**src/rtl/mem_access_ctrl_if.sv**
```systemverilog
// Request/response bus between the upstream sequencing FSM and mem_access_ctrl.
// o_accessCount is present only when ACCESS_COUNT_EN is defined.
interface mem_access_ctrl_if;
  logic       i_operation;
  logic       i_select;
  logic [2:0] i_addr;
  logic [7:0] i_wdata;
  logic [7:0] o_rdata;
  logic       o_busy;
  logic       o_done;
`ifdef ACCESS_COUNT_EN
  logic [7:0] o_accessCount;
`endif

  modport master (
`ifdef ACCESS_COUNT_EN
    input  o_accessCount,
`endif
    output i_operation, i_select, i_addr, i_wdata,
    input  o_rdata, o_busy, o_done
  );

  modport slave (
`ifdef ACCESS_COUNT_EN
    output o_accessCount,
`endif
    input  i_operation, i_select, i_addr, i_wdata,
    output o_rdata, o_busy, o_done
  );
endinterface

```
**src/rtl/mem_access_ctrl.sv**
```systemverilog
// Edge-triggered single-request access controller for an 8x8 register array.
// Optional completed-access counter on o_accessCount, enabled by ACCESS_COUNT_EN.
module mem_access_ctrl (
  input  logic               i_clock,
  input  logic               i_reset,
  mem_access_ctrl_if.slave   bus
);
  localparam int unsigned DATA_W = 8;
  localparam int unsigned ADDR_W = 3;
  localparam int unsigned DEPTH  = 8;

  typedef enum logic [1:0] {
    IDLE   = 2'b00,
    ACCESS = 2'b01,
    DONE   = 2'b10
  } state_t;

  state_t              state;
  state_t              state_nx;
  logic                sel_prev;
  logic                req_c;
  logic                capture_c;
  logic                access_c;
  logic                op_q;
  logic [ADDR_W-1:0]   addr_q;
  logic [DATA_W-1:0]   wdata_q;
  logic [DATA_W-1:0]   rdata_q;
  logic                busy_q;
  logic                done_q;
  logic [DATA_W-1:0]   mem [DEPTH];

  // Rising edge of the request level; the previous-select flop runs every cycle.
  assign req_c = bus.i_select & ~sel_prev;

  always_comb begin
    state_nx  = IDLE;
    capture_c = 1'b0;
    access_c  = 1'b0;
    case (state)
      IDLE: begin
        if (req_c) begin
          state_nx  = ACCESS;
          capture_c = 1'b1;
        end
      end
      ACCESS: begin
        access_c = 1'b1;
        state_nx = DONE;
      end
      DONE:    state_nx = IDLE;
      default: state_nx = IDLE;
    endcase
  end

  // busy/done are registered from the next state so they line up with the state register.
  always_ff @(posedge i_clock) begin
    if (i_reset) begin
      state    <= IDLE;
      sel_prev <= 1'b0;
      busy_q   <= 1'b0;
      done_q   <= 1'b0;
      op_q     <= 1'b0;
      addr_q   <= '0;
      wdata_q  <= '0;
      rdata_q  <= '0;
      for (int unsigned i = 0; i < DEPTH; i++) begin
        mem[ADDR_W'(i)] <= '0;
      end
    end else begin
      state    <= state_nx;
      sel_prev <= bus.i_select;
      busy_q   <= (state_nx != IDLE);
      done_q   <= (state_nx == DONE);
      if (capture_c) begin
        op_q    <= bus.i_operation;
        addr_q  <= bus.i_addr;
        wdata_q <= bus.i_wdata;
      end
      if (access_c) begin
        if (op_q) begin
          mem[addr_q] <= wdata_q;
        end else begin
          rdata_q <= mem[addr_q];
        end
      end
    end
  end

  assign bus.o_rdata = rdata_q;
  assign bus.o_busy  = busy_q;
  assign bus.o_done  = done_q;

`ifdef ACCESS_COUNT_EN
  logic [7:0] count_q;

  // Counts DONE cycles; wraps naturally at 8 bits.
  always_ff @(posedge i_clock) begin
    if (i_reset) begin
      count_q <= '0;
    end else if (state == DONE) begin
      count_q <= count_q + 8'd1;
    end
  end

  assign bus.o_accessCount = count_q;
`endif

endmodule

```
**src/flat_wrapper.sv**
```systemverilog
// flat-port wrapper written by rule: the top's interface ports become plain ports
module mem_access_ctrl_flat 
  (i_clock, i_reset, bus_i_operation, bus_i_select, bus_i_addr, bus_i_wdata, bus_o_rdata, bus_o_busy, bus_o_done);
  mem_access_ctrl_if bus_i ();
  input  logic i_clock;
  input  logic i_reset;
  input wire logic [$bits(bus_i.i_operation)-1:0] bus_i_operation;
  input wire logic [$bits(bus_i.i_select)-1:0] bus_i_select;
  input wire logic [$bits(bus_i.i_addr)-1:0] bus_i_addr;
  input wire logic [$bits(bus_i.i_wdata)-1:0] bus_i_wdata;
  output wire logic [$bits(bus_i.o_rdata)-1:0] bus_o_rdata;
  output wire logic [$bits(bus_i.o_busy)-1:0] bus_o_busy;
  output wire logic [$bits(bus_i.o_done)-1:0] bus_o_done;
  assign bus_i.i_operation = bus_i_operation;
  assign bus_i.i_select = bus_i_select;
  assign bus_i.i_addr = bus_i_addr;
  assign bus_i.i_wdata = bus_i_wdata;
  assign bus_o_rdata = bus_i.o_rdata;
  assign bus_o_busy = bus_i.o_busy;
  assign bus_o_done = bus_i.o_done;
  mem_access_ctrl u_core (.i_clock(i_clock), .i_reset(i_reset), .bus(bus_i));
endmodule
```
**config.mk**
```make
export PLATFORM = sky130hd
export DESIGN_NAME = mem_access_ctrl_flat
export DESIGN_NICKNAME = d
export VERILOG_FILES = /design/src/rtl/mem_access_ctrl_if.sv /design/src/rtl/mem_access_ctrl.sv /design/src/flat_wrapper.sv
export SDC_FILE = /design/constraint.sdc
export NUM_CORES = 1
export LEC_CHECK = 0
export BUFFER_PORTS_ARGS = -buffer_cell sky130_fd_sc_hd__buf_2
export CORE_AREA = 2 2 88 90
export DETAILED_ROUTE_END_ITERATION = 6
export DIE_AREA = 0 0 90 92
export GPL_ROUTABILITY_DRIVEN = 0
export PLACE_DENSITY = 0.83
export SYNTH_ARGS = -nofsm -noshare
export SYNTH_HDL_FRONTEND = slang
export SYNTH_SLANG_ARGS = --single-unit
```
**constraint.sdc**
```tcl
create_clock -name i_clock -period 4.82 [get_ports i_clock]
set_clock_uncertainty 0.2 [all_clocks]
set_input_delay 0.723 -clock i_clock [delete_from_list [all_inputs] [get_ports i_clock]]
set_output_delay 0.723 -clock i_clock [all_outputs]
set_load 0.1 [all_outputs]
```
After elaboration in Yosys (flattened, before gate mapping)
Memory sizes are Yosys's and may differ from the RTL's. A register that Yosys moved wholly into a read port is not among the register bits. Cells that the tools add are included.

Register bits after elaboration: 17. Bits in writable memories: 64. Input port bits: 15. Output and inout bits: 10. Logic and storage cells: 31. Memories kept: 1.

Memory list: u_core.mem (depth 8, width 8, read ports 1, clocked after memory_dff 1, wr ports 8, RTL line mem_access_ctrl.sv:30) `logic [DATA_W-1:0] mem [DEPTH];`.

Equality and inequality tests: 2. Mux-type cells: 14. Bitwise operators: 3. Reductions and logical operators: 4.

Operator list (number): 2-to-1 mux 1 bit (11); 2-to-1 mux 8 bit (1); OR reduction 8 bit (1); case mux 2 bit (2 select lines) (1); 2-to-1 mux 3 bit (1); equality test 2 x 1 -> 1 bit, second input constant (1); equality test 2 bit, second input constant (1); zero test 2 bit (1); NOT 1 bit (2); AND reduction 2 bit (1); nonzero test 2 bit (1); AND 1 bit (1).

Depth between registers and ports, before layout
Depth in word-level cells: 7. Mapped depth: 5. Mapped depth without buffers: 3.

Worst setup path after synthesis
Ideal clock, no wire load.

Path type: reg-to-reg. Start: reg, netlist name u_core.bus.o_done. End: mem u_core.mem[3][0] (enable). Setup time: 283 ps. Data arrival time: 1911 ps. Data required time: 4337 ps. Path slack: 2426 ps. Stages on the path, launching flop included: 5. Path buffers: 1. Period minus slack after synthesis: 2394 ps. Cell sequence: dfxtp_1 nand4bb_1 buf_4 nor3_2 or2_1.

RTL lines (RTL line): to (decl) (mem_access_ctrl.sv:30).

==> results summary <==
The run finished with clean final reports. The synthesis-to-finish area growth is 10.4%. The number of design rule violations left after detail routing came out at 0. The measured slew at the worst slew-check pin came out at between 1 and 1.5 ns. The number of failing hold endpoints at the final stage is 0. After detailed placement, the design holds a cell count of roughly 430. The overall fraction of global-route tracks in use is about a fifth. The post-CTS setup-driven buffer insertion count is 0.

The most used flip-flop cell after synthesis is sky130_fd_sc_hd__edfxtp_1. Counting flops with an async set or reset pin after synthesis yields a share of 0%. Synthesis produced a netlist whose cell count is 312.

The remaining antenna violation count after routing came out at 0. The critical path capture point type is a flip-flop. The first global-routing pass estimated between 10,000 and 15,000 µm of wire. The fmax came out at approximately 0.38 GHz. The via count of the first global-routing pass is ~2,300. The initial core utilization came out at a little over half. The count of different cell masters after synthesis is 29.

The final count of pins violating max slew is 0. The final count of negative-setup-slack endpoints is 0. The count of fill cells added during filler insertion is 600.

Dividing the detail-routed wire length by the instance count gives 18.6 µm. The clock transition at the registers of the reported paths is about 0.09 ns. The TritonCTS clock tree is yes. The number of DRC violations after detailed-routing iteration 0 is 225.

After clock tree synthesis, the flow added hold-fix buffers numbering 0. The number of antenna violations at the first check in global routing was 0. Summed over all failing endpoints, the final setup total negative slack is 0 ns.

The max capacitance violation total came out at 0. The number of port buffers is 24. In this run the tightest slew margin relative to its limit is 22.7%. The leakage power figure is roughly 0.0016 µW. The number of flip-flops and latches in the synthesized netlist came out at 88. The maximum number of pins on one net before global-route repair came out at 39. The y dimension of the die came out at around 90 µm. In this run, synthesis inferred 64 flip-flops with an integrated enable. The sequential-to-total area share from yosys stat is 61.2%. Clock tree synthesis selected as its root buffer the cell sky130_fd_sc_hd__clkbuf_8. Power spread over the standard cell area amounts to about 360 nW/µm². Once layout is complete, the cells apart from fillers number 442.

The number of gates resized after CTS was 0. In the synthesized netlist, the cells that appear most often are sky130_fd_sc_hd__and2_1 (64), sky130_fd_sc_hd__edfxtp_1 (64), sky130_fd_sc_hd__mux2i_1 (32). Each instance of the synthesized netlist takes up on average 12.6 µm². The total inserted antenna cells came out at 0. The clock drives 88 sinks. The count of yosys warnings during synthesis came out at 0. Setup repair after global routing left no endpoint under its margin. The number of clock buffers inserted by TritonCTS came out at 9. The count of nets after finishing is 350. The remaining global-route overflow is 0.

Along the worst path, the maximum fanout reaches 38. The proportion of layout cells with a drive suffix above 1 is roughly a fifth. In this run the count of I/O pins placed on the die edge is 25. After layout, the worst setup slack is about 2.2 ns.

The total number of vias came out at approximately 2,400. The finished cells cover 4330 µm². The critical path is of the flip-flop to flip-flop type. Once placement finished, the instance area stood at between 4000 and 5000 µm². In the post-synthesis netlist, the biggest area contributors are sky130_fd_sc_hd__edfxtp_1 (49%), sky130_fd_sc_hd__dfxtp_1 (12%), sky130_fd_sc_hd__and2_1 (10%), sky130_fd_sc_hd__mux2i_1 (8.2%), sky130_fd_sc_hd__nor3_4 (2.9%). The cell area after synthesis is 3930 µm².

The synthesized design spends more area on one cell type than any other, namely sky130_fd_sc_hd__edfxtp_1. The overall die width is roughly 90 µm. In the finished design, the share of the clock period the worst path needs comes to approximately 54%.

The worst min-delay path class is flip-flop to flip-flop. The floorplan has 32 rows. The number of nets in the synthesized netlist came out at ~330. The largest vdd supply drop is about 0.19 mV. The tightest hold margin is approximately 0.33 ns. The number of buffers on the longest clock path came out at 2.

The post-placement worst setup slack is 2.05 ns. The HPWL after detailed placement is 5370 µm. The worst setup path is launched from a flip-flop. The H-tree was split into 3 levels. The required time at the endpoint of the critical path is between 4 and 5 ns. The die covers between 8000 and 9000 µm². The shortest clock period the worst path allows after layout is approximately 2.6 ns. The signal arrival time at the worst endpoint came out at 2.46 ns. The clock reaches the later pin of the worst-skew pair after 0.36 ns. The fraction of synthesized cell area taken by the top area cell type came out at about half. The region available for standard cell placement spans between 7000 and 8000 µm². Before antenna repair, the detailed router went through 4 iterations.

After detailed routing, the total wire length is 8230 µm. The via-per-instance ratio is between 5 and 6.
-- metal layers --
metal	GRT usage, %	routed length, µm
met5	0	0
met4	8.85	220
met3	3.62	717
met2	35.7	3990
met1	26.7	3300
-- stage by stage --
| stage | utilization, % | power, µW |
|---|---|---|
| 3_5_place_dp | 55.2 | 1030 |
| 3_3_place_gp | 55.2 | 1020 |
| 2_1_floorplan | - | 988 |
| 5_1_grt | 58.2 | 1590 |
| 6_report | 58.2 | 1550 |
| 4_1_cts | 58.2 | 1550 |
-- path summary, 6_finish.rpt --
path         slack (ns)        startpoint  cells after the start                to
max                2.19  u_core.addr_q[0]                      4  u_core.mem[3][1]
min                0.33  u_core.addr_q[1]                      2  u_core.addr_q[1]
max reg2reg        2.19  u_core.addr_q[0]                      4  u_core.mem[3][1]
min reg2reg        0.33  u_core.addr_q[1]                      2  u_core.addr_q[1]
-- layout by cell type (no fill, tap or decap) --
master	synthesis	layout
sky130_fd_sc_hd__o31a_1	8	8
sky130_fd_sc_hd__or2_2	3	3
sky130_fd_sc_hd__a21oi_1	12	12
sky130_fd_sc_hd__o22ai_1	8	8
sky130_fd_sc_hd__clkbuf_8	0	9
sky130_fd_sc_hd__nand2_1	25	25
sky130_fd_sc_hd__nor3_2	1	1
sky130_fd_sc_hd__nor3b_1	1	1
sky130_fd_sc_hd__nor2b_1	1	1
sky130_fd_sc_hd__and2_1	64	64
sky130_fd_sc_hd__nor2_1	9	9
sky130_fd_sc_hd__or4b_4	1	1
sky130_fd_sc_hd__mux2i_1	32	32
sky130_fd_sc_hd__dfxtp_1	24	23
sky130_fd_sc_hd__clkinv_4	0	1
sky130_fd_sc_hd__edfxtp_1	64	64
sky130_fd_sc_hd__nand2b_1	2	2
sky130_fd_sc_hd__inv_1	9	9
sky130_fd_sc_hd__nor3_4	7	7
sky130_fd_sc_hd__nor4b_2	1	1
sky130_fd_sc_hd__clkbuf_1	2	1
sky130_fd_sc_hd__or3b_1	1	1
sky130_fd_sc_hd__o21ai_0	8	8
sky130_fd_sc_hd__buf_2	4	24
sky130_fd_sc_hd__or2_1	7	7
sky130_fd_sc_hd__clkbuf_16	0	3
sky130_fd_sc_hd__nand4bb_1	1	1
sky130_fd_sc_hd__nor3b_2	1	1
sky130_fd_sc_hd__buf_4	5	2
sky130_fd_sc_hd__a21oi_2	8	8
sky130_fd_sc_hd__dfxtp_2	0	1
sky130_fd_sc_hd__clkinv_2	0	2
-- registers in the layout (all words and copies together), names as in the netlist --
name and cells:
u_core.sel_prev 1, u_core.addr_q 3, u_core.wdata_q 8, u_core.mem 64
u_core.bus.o_busy 1, u_core.bus.o_done 1, u_core.bus.o_rdata 8, u_core.state 1
u_core.op_q 1
-- power by group --
part	internal, µW	switching (µW)
clock	281	257
sequential	839	26.5
combinational	40.3	107
-- kinds of logic (layout without fill, tap and decap cells) --
family	after synthesis	count (layout)	synth area share [%]
simple gates	125	125	20.4
flops	88	88	61.2
compound gates	44	44	7.39
mux	32	32	8.16
buf+inv	23	51	2.87
-- worst max-delay path, cell delays in order, from the launching register on --
cell,delay [ns]
sky130_fd_sc_hd__dfxtp_2,0.33
sky130_fd_sc_hd__buf_4,0.54
sky130_fd_sc_hd__inv_1,0.39
sky130_fd_sc_hd__nor3_2,0.46
sky130_fd_sc_hd__or2_1,0.36
-- layout make-up --
class | instances | area [µm²] | share of cell area [%]
flip-flops and latches | 88 | 2400 | 55.5
multi-input cells | 201 | 1410 | 32.6
clock buffers | 13 | 203 | 4.68
repair buffers | 26 | 135 | 3.12
well taps | 102 | 128 | 2.94
inverters | 9 | 33.8 | 0.779
clock inverters | 3 | 18.8 | 0.433
Note: power is estimated with default switching activity, not from simulation.
